[config.mk]
export PLATFORM = sky130hd
export DESIGN_NAME = branch_pc_unit_flat
export DESIGN_NICKNAME = d
export VERILOG_FILES = /design/src/rtl/branch_pc_unit_if.sv /design/src/rtl/branch_pc_unit.sv /design/src/flat_wrapper.sv
export SDC_FILE = /design/constraint.sdc
export NUM_CORES = 1
export LEC_CHECK = 0
export CAP_MARGIN = 20
export CORE_ASPECT_RATIO = 1.25
export CORE_MARGIN = 2
export CORE_UTILIZATION = 30
export CTS_CLUSTER_SIZE = 24
export DETAILED_ROUTE_END_ITERATION = 8
export GPL_TIMING_DRIVEN = 0
export PLACE_DENSITY = 0.64
export SYNTH_ARGS = -nofsm -noshare
export SYNTH_HDL_FRONTEND = slang
export SYNTH_SLANG_ARGS = --single-unit
[constraint.sdc]
create_clock -name Clk -period 4.15 [get_ports Clk]
set_clock_uncertainty 0.15 [all_clocks]
set_input_delay 1.245 -clock Clk [delete_from_list [all_inputs] [get_ports Clk]]
set_output_delay 1.245 -clock Clk [all_outputs]
set_load 0.01 [all_outputs]
[src/rtl/branch_pc_unit_if.sv]
// Fetch-sequencer control/status bundle for branch_pc_unit.
// TakenCount exists only when BRANCH_COUNT_EN is defined.
interface branch_pc_unit_if #(
    parameter int PC_W = 10
);
    logic            Start;
    logic            Stall;
    logic            HaltReq;
    logic            BranchEn;
    logic [2:0]      BranchOp;
    logic [PC_W-1:0] Target;
    logic            FlagWe;
    logic            FlagEq;
    logic            FlagGt;
    logic [PC_W-1:0] PC;
    logic            Running;
    logic            Done;
    logic            Taken;
`ifdef BRANCH_COUNT_EN
    logic [15:0]     TakenCount;
`endif

    modport master (
        output Start, Stall, HaltReq, BranchEn, BranchOp, Target,
        output FlagWe, FlagEq, FlagGt,
`ifdef BRANCH_COUNT_EN
        input  TakenCount,
`endif
        input  PC, Running, Done, Taken
    );

    modport slave (
        input  Start, Stall, HaltReq, BranchEn, BranchOp, Target,
        input  FlagWe, FlagEq, FlagGt,
`ifdef BRANCH_COUNT_EN
        output TakenCount,
`endif
        output PC, Running, Done, Taken
    );
endinterface

[src/rtl/branch_pc_unit.sv]
// Program counter / branch resolution stage ahead of fetch, with Start/Done handshake.
// Optional BRANCH_COUNT_EN adds a saturating 16-bit taken-branch counter.
module branch_pc_unit #(
    parameter int PC_W = 10
) (
    input logic             Clk,
    input logic             Reset_n,
    branch_pc_unit_if.slave bus
);

    localparam logic [1:0] S_IDLE = 2'b00;
    localparam logic [1:0] S_RUN  = 2'b01;
    localparam logic [1:0] S_HALT = 2'b10;

    localparam logic [2:0] kBEA = 3'b000;
    localparam logic [2:0] kBER = 3'b001;
    localparam logic [2:0] kBNA = 3'b010;
    localparam logic [2:0] kBNR = 3'b011;
    localparam logic [2:0] kBUN = 3'b100;
    localparam logic [2:0] kBGT = 3'b101;

    localparam logic [PC_W-1:0] PC_ONE = {{(PC_W-1){1'b0}}, 1'b1};

    // Offset is already PC_W wide, so a plain PC_W-bit add is the sign-extended wrap.
    function automatic logic [PC_W-1:0] rel_target(input logic [PC_W-1:0] pc,
                                                   input logic [PC_W-1:0] off);
        return pc + off;
    endfunction

    function automatic logic [15:0] sat_inc16(input logic [15:0] v);
        return (v == 16'hFFFF) ? v : v + 16'd1;
    endfunction

    logic [1:0]      state_q, state_n;
    logic [PC_W-1:0] pc_q, pc_n, pc_inc;
    logic            eq_q, gt_q;
    logic            taken_q, taken_n;
    logic            br_cond;
    logic [PC_W-1:0] br_dest;
    logic            start_acc;
    logic            flag_upd;

    assign pc_inc    = pc_q + PC_ONE;
    assign start_acc = bus.Start && ((state_q == S_IDLE) || (state_q == S_HALT));
    assign flag_upd  = bus.FlagWe && !bus.Stall;

    // Conditions see only the registered flags, so a same-cycle FlagWe is not yet visible.
    always_comb begin
        br_cond = 1'b0;
        br_dest = pc_inc;
        case (bus.BranchOp)
            kBEA: begin br_cond = eq_q;  br_dest = bus.Target;                   end
            kBER: begin br_cond = eq_q;  br_dest = rel_target(pc_q, bus.Target); end
            kBNA: begin br_cond = !eq_q; br_dest = bus.Target;                   end
            kBNR: begin br_cond = !eq_q; br_dest = rel_target(pc_q, bus.Target); end
            kBUN: begin br_cond = 1'b1;  br_dest = bus.Target;                   end
            kBGT: begin br_cond = gt_q;  br_dest = rel_target(pc_q, bus.Target); end
            default: begin br_cond = 1'b0; br_dest = pc_inc;                     end
        endcase
    end

    always_comb begin
        state_n = state_q;
        pc_n    = pc_q;
        taken_n = 1'b0;
        case (state_q)
            S_IDLE: begin
                pc_n = '0;
                if (start_acc) state_n = S_RUN;
            end
            S_RUN: begin
                if (!bus.Stall) begin
                    if (bus.HaltReq) begin
                        state_n = S_HALT;
                    end else if (bus.BranchEn && br_cond) begin
                        pc_n    = br_dest;
                        taken_n = 1'b1;
                    end else begin
                        pc_n = pc_inc;
                    end
                end
            end
            S_HALT: begin
                if (start_acc) begin
                    state_n = S_RUN;
                    pc_n    = '0;
                end
            end
            default: begin
                state_n = S_IDLE;
                pc_n    = '0;
            end
        endcase
    end

    // State register boundary
    always_ff @(posedge Clk or negedge Reset_n) begin
        if (!Reset_n) begin
            state_q <= S_IDLE;
            pc_q    <= '0;
            eq_q    <= 1'b0;
            gt_q    <= 1'b0;
            taken_q <= 1'b0;
        end else begin
            state_q <= state_n;
            pc_q    <= pc_n;
            taken_q <= taken_n;
            if (flag_upd) begin
                eq_q <= bus.FlagEq;
                gt_q <= bus.FlagGt;
            end
        end
    end

    assign bus.PC      = pc_q;
    assign bus.Running = (state_q == S_RUN);
    assign bus.Done    = (state_q == S_HALT);
    assign bus.Taken   = taken_q;

`ifdef BRANCH_COUNT_EN
    logic [15:0] cnt_q;

    always_ff @(posedge Clk or negedge Reset_n) begin
        if (!Reset_n) begin
            cnt_q <= '0;
        end else if (start_acc) begin
            cnt_q <= '0;
        end else if (taken_n) begin
            cnt_q <= sat_inc16(cnt_q);
        end
    end

    assign bus.TakenCount = cnt_q;
`else
    logic unused_sat;
    assign unused_sat = ^sat_inc16(16'd0);
`endif

endmodule
[src/flat_wrapper.sv]
// flat-port wrapper written by rule: the top's interface ports become plain ports
module branch_pc_unit_flat 
#(
    parameter int PC_W = 10
)
  (Clk, Reset_n, bus_Start, bus_Stall, bus_HaltReq, bus_BranchEn, bus_BranchOp, bus_Target, bus_FlagWe, bus_FlagEq, bus_FlagGt, bus_PC, bus_Running, bus_Done, bus_Taken);
  branch_pc_unit_if #(.PC_W(PC_W)) bus_i ();
  input logic Clk;
  input logic Reset_n;
  input wire logic [$bits(bus_i.Start)-1:0] bus_Start;
  input wire logic [$bits(bus_i.Stall)-1:0] bus_Stall;
  input wire logic [$bits(bus_i.HaltReq)-1:0] bus_HaltReq;
  input wire logic [$bits(bus_i.BranchEn)-1:0] bus_BranchEn;
  input wire logic [$bits(bus_i.BranchOp)-1:0] bus_BranchOp;
  input wire logic [$bits(bus_i.Target)-1:0] bus_Target;
  input wire logic [$bits(bus_i.FlagWe)-1:0] bus_FlagWe;
  input wire logic [$bits(bus_i.FlagEq)-1:0] bus_FlagEq;
  input wire logic [$bits(bus_i.FlagGt)-1:0] bus_FlagGt;
  output wire logic [$bits(bus_i.PC)-1:0] bus_PC;
  output wire logic [$bits(bus_i.Running)-1:0] bus_Running;
  output wire logic [$bits(bus_i.Done)-1:0] bus_Done;
  output wire logic [$bits(bus_i.Taken)-1:0] bus_Taken;
  assign bus_i.Start = bus_Start;
  assign bus_i.Stall = bus_Stall;
  assign bus_i.HaltReq = bus_HaltReq;
  assign bus_i.BranchEn = bus_BranchEn;
  assign bus_i.BranchOp = bus_BranchOp;
  assign bus_i.Target = bus_Target;
  assign bus_i.FlagWe = bus_FlagWe;
  assign bus_i.FlagEq = bus_FlagEq;
  assign bus_i.FlagGt = bus_FlagGt;
  assign bus_PC = bus_i.PC;
  assign bus_Running = bus_i.Running;
  assign bus_Done = bus_i.Done;
  assign bus_Taken = bus_i.Taken;
  branch_pc_unit #(.PC_W(PC_W)) u_core (.Clk(Clk), .Reset_n(Reset_n), .bus(bus_i));
endmodule
**After elaboration in Yosys (flattened, before gate mapping)**

Cells that the tools add are included.
Widths: inputs -> output; s select.

- Register bits: 15
- Latch bits: 0
- Bits in writable memories: 0
- Memory bits (read-only): 0
- Bits of input ports: 22
- Output and inout bits: 13
- Logic and storage cells: 49
- Memories kept: 0

- Add/sub/neg operators: 2
- Multipliers: 0
- Divide/modulo/power cells: 0
- Order comparisons: 0
- Eq/ne operators: 12
- Shift operators: 0
- Mux-type cells: 15
- Bitwise gates (word level): 0
- Reduce and logical (&&, ||, !) cells: 15

Operator list:

| kind | count |
|---|---|
| $mux 10 | 4 |
| $pmux 10 s2 | 2 |
| $add 10x1->10 const B | 1 |
| $add 10x10->10 | 1 |
| $eq 3x2->1 const B | 2 |
| $eq 3x3->1 const B | 2 |
| $mux 2 | 3 |
| $ne 2x2->1 const B | 3 |
| $reduce_and 3->1 | 2 |
| $reduce_or 2->1 | 3 |
| $reduce_or 3->1 | 2 |
| $mux 1 | 4 |
| $ne 2x1->1 const B | 2 |
| $pmux 1 s4 | 1 |
| $pmux 2 s2 | 1 |
| $eq 3x1->1 const B | 1 |
| $logic_and 1x1->1 | 3 |
| $logic_not 3->1 | 1 |
| $eq 2x1->1 const B | 1 |
| $eq 2x2->1 const B | 1 |
| $logic_not 1->1 | 2 |
| $logic_not 2->1 | 1 |
| $logic_or 1x1->1 | 1 |

**Longest topological paths before layout**

- Depth after elaboration: 8
- Mapped depth: 8
- Gate-level depth less buffers: 8

**Worst setup path before layout**

No wires, ideal clock.

- Path kind: input-to-reg
- From: in bus_Target[2]
- To: reg u_core.pc_q[5], in the netlist u_core.bus.PC[5]
- Library setup time: 138 ps
- Data arrival time: 2584 ps
- Data required time: 3862 ps
- Slack: 1278 ps
- Stages on the path: 6
- Path buffers: 0
- Cells stage by stage: ha_1 and3_1 a22o_1 or4_1 o2111ai_1 o311ai_1

- Cells in the longest elaborated chain, start to end: 6

RTL lines:

| item | RTL line | text |
|---|---|---|
| start: declaration | flat_wrapper.sv:15 | `input wire logic [$bits(bus_i.Target)-1:0] bus_Target;` |
| $add 10x10->10 | branch_pc_unit.sv:27 | `return pc + off;` |
| $pmux 10 s2 | branch_pc_unit.sv:51 | `case (bus.BranchOp)` |
| $mux 10 | branch_pc_unit.sv:75 | `end else if (bus.BranchEn && br_cond) begin` |
| $mux 10 | branch_pc_unit.sv:73 | `if (bus.HaltReq) begin` |
| $mux 10 | branch_pc_unit.sv:72 | `if (!bus.Stall) begin` |
| $pmux 10 s2 | branch_pc_unit.sv:66 | `case (state_q)` |
| end signal: assignment | branch_pc_unit.sv:106 | `pc_q <= pc_n;` |
| end: declaration | branch_pc_unit.sv:35 | `logic [PC_W-1:0] pc_q, pc_n, pc_inc;` |

No other way between the ends. The select of a mux whose other input is x is not followed.
A chain may end at the register's enable or synchronous reset.

**Worst setup path in the final report**

- From: in bus_Target[0]
- To: reg u_core.pc_q[6], in the netlist u_core.bus.PC[6]

The elaborated chain is that of the path after synthesis.

==> metrics.txt <==
Final Instance Count excl. Fillers 271; Setup crit start kind input pin; Worst-Skew Late Latency roughly 0.25 ns; Final Power between 500 and 600 uW; crit path to u_core.bus.PC[6]$_DFFE_PN0P_; Ys Warns 0; clock buffer count from CTS 3; Clock Tree Root clkbuf_8; M1 GR Usage 19.2%; Top Ports 35; Final min period ~3.3 ns; r2r setup slk about 1.8 ns; share of cells above drive strength 1 9.48%; maxcap violations 0; Static Leak a little under 0.8 nW; Die Span X 66.7 um; Post-Synthesis Cells ~170; final setup TNS 0 ns; number of nets still failing antenna checks after routing 0; Power per Cell Area between 300 and 400 mW/mm2; total detailed-routing wirelength 3720 um; core area between 0.004 and 0.005 mm2; num rows 28; First-pass DRT Iterations 5; Tcrit/Tclk final between 70% and 80%; CP arrival roughly 3.3 ns; CP peak stage delay between 0.4 and 0.5 ns; number of synthesized flops with an enable pin 0; busiest grt layer met2; setup repair after global routing missed its margin false; worst-path maximum fanout 3; most common cell after layout, fill and taps aside clkdlybuf4s50_1; #FFs+latches synth 15; port bufs 33; Slew Limit Headroom 52.0%; Antenna Cells 0; Fmax 304 MHz; reg-to-reg startpoint u_core.bus.PC[2]$_DFFE_PN0P_; GRT met3 Usage under 10%; Hold Fails Final Rpt 0; most frequent cells in the layout clkdlybuf4s50_1, o21ai_0, nand2_1, dfrtp_1; vias per cell roughly 5.4; largest net degree at the start of global routing 16; critical path launch point bus_Target[0]; hold buffers post-CTS 0; Crit path required time 4.12 ns; Num Clock Sinks 15; Post-DP HPWL about 3000 um; Syn-to-layout area delta 30.7%; DR iter-0 viols 72; WL/cell between 10 and 15 um; CTS H-tree depth 1; CTS clock-pin slew for the worst setup and hold paths around 0.07 ns; Setup crit end kind flip-flop; FFs w/ async S/R, synth 100%; initial antenna violation count 0; FF-to-FF End u_core.bus.PC[5]$_DFFE_PN0P_; final setup fails 0; Mapped Nets ~210; Unique masters post-synth 54; register area share after synthesis roughly a quarter; Placed Cells ~270; gr usage total 15.2%; nets around 250; GPL Wtd Cong 0.892; clock buffer depth 2; gr ovfl total 0; main flop type after synthesis dfrtp_1; Final Slew Violations 0; synthesized cell area 0.00147 mm2; Die Y between 80 and 90 um; Worst path slowest cell clkdlybuf4s50_1; first-pass GRT wire length roughly 6500 um; effective utilization at floorplan 31.1%; met2 Resource Use GR a little over a quarter; worst ir drop on vdd approximately 0.00016 V; number of global-route vias before repair 1456; vias between 1000 and 1500; number of remaining DRC errors 0; CTS resizes 0; Die Area 0.00549 mm2; worst r2r path cells 6; status finished clean; TritonCTS clock tree built; slew at the pin with the worst max-slew slack about 0.72 ns; Avg Inst Size Synth ~8.5 um2; kind of critical path in -> reg; Min-Delay Path Class reg -> reg; CP cell instances clkdlybuf4s50_1 > ha_1 > inv_1 > fa_1 > nor2b_1 > o31ai_1 > a21boi_0 > mux2i_1 > o221ai_1; total setup buffers inserted after CTS 0
==> Yosys cell counts, drive strengths merged, types with 4 or more instances <==
cell	number	share of area, %
a21oi	8	2.7
and3	4	1.7
buf	5	2.9
dfrtp	15	25
ha	10	8.5
inv	10	2.5
mux2i	6	4.1
nand2	15	3.8
nand3	5	1.7
nor2	8	2.7
nor3	9	3.7
o21ai	19	6.5
or3	4	1.7
==> flip-flops by register name, summed over array words and instances, names as in the netlist <==
signal            flops
u_core.bus.Taken      1
u_core.eq_q           1
u_core.state_q        2
u_core.gt_q           1
u_core.bus.PC        10
==> metal layers <==
| metal | share of wire (%) | vias to the layer above |
|---|---|---|
| met2 | 49 | 39 |
| met1 | 46 | 670 |
| met3 | 4.1 | 6 |
| met4 | 1.0 | 0 |
| li1 | - | 739 |
| met5 | 0 | - |
==> worst min path at each step <==
stage | start | endpoint | slack [ns] | cells after the start
after global placement | u_core.gt_q$_DFFE_PN0P_ | u_core.gt_q$_DFFE_PN0P_ | 0.34 | 1
after CTS | u_core.gt_q$_DFFE_PN0P_ | u_core.gt_q$_DFFE_PN0P_ | 0.36 | 1
after detailed placement | u_core.gt_q$_DFFE_PN0P_ | u_core.gt_q$_DFFE_PN0P_ | 0.34 | 1
after global routing | u_core.gt_q$_DFFE_PN0P_ | u_core.gt_q$_DFFE_PN0P_ | 0.39 | 1
after floorplan | u_core.gt_q$_DFFE_PN0P_ | u_core.gt_q$_DFFE_PN0P_ | 0.32 | 1
final | u_core.gt_q$_DFFE_PN0P_ | u_core.gt_q$_DFFE_PN0P_ | 0.35 | 1
==> worst max-delay path, delay by kind of cell <==
kind                       cells  cell delay (ns)
muxes                          1             0.24
buffers and inverters          2             0.53
adders and majority gates      2             0.58
and+or+nand+nor                1             0.17
AOI/OAI and AO/OA              3             0.50
==> kinds of logic (layout without fill, tap and decap cells) <==
| family | count (synthesis) | count (layout) | share of synthesized area, % |
|---|---|---|---|
| AND/OR/NAND/NOR | 63 | 63 | 24.4 |
| AO/OA/AOI/OAI | 59 | 59 | 27.4 |
| flip-flops | 15 | 15 | 25.5 |
| buffers and inverters | 15 | 52 | 5.44 |
| adder cells (fa/ha/maj) | 11 | 11 | 9.86 |
| multiplexers | 8 | 8 | 5.61 |
| XOR/XNOR | 3 | 3 | 1.78 |
==> through the flow <==
step,setup slack (ns),hold WS [ns],area (um2),utilization [%]
floorplan,1.28,0.323,1470,-
finish,0.863,0.351,1920,40.7
CTS,0.851,0.358,1920,40.7
detailed placement,0.589,0.343,1880,39.7
global placement,0.594,0.341,1880,39.7
global route,0.686,0.387,1920,40.7
==> report_power, final <==
part,switching (mW),total (mW),internal [mW]
Sequential,0.0263,0.194,0.168
Clock,0.0526,0.119,0.0665
Combinational,0.136,0.265,0.129
==> final cells by class <==
| class | count | area [um2] |
|---|---|---|
| Fill cell | 506 | 2810 |
| Multi-Input combinational cell | 144 | 1020 |
| Sequential cell | 15 | 375 |
| Timing Repair Buffer | 33 | 330 |
| Tap cell | 60 | 75.1 |
| Buffer | 5 | 42.5 |
| Clock buffer | 3 | 41.3 |
| Inverter | 10 | 37.5 |
| Clock inverter | 1 | 5.00 |
No activity file was read; power rests on OpenSTA's default activity.
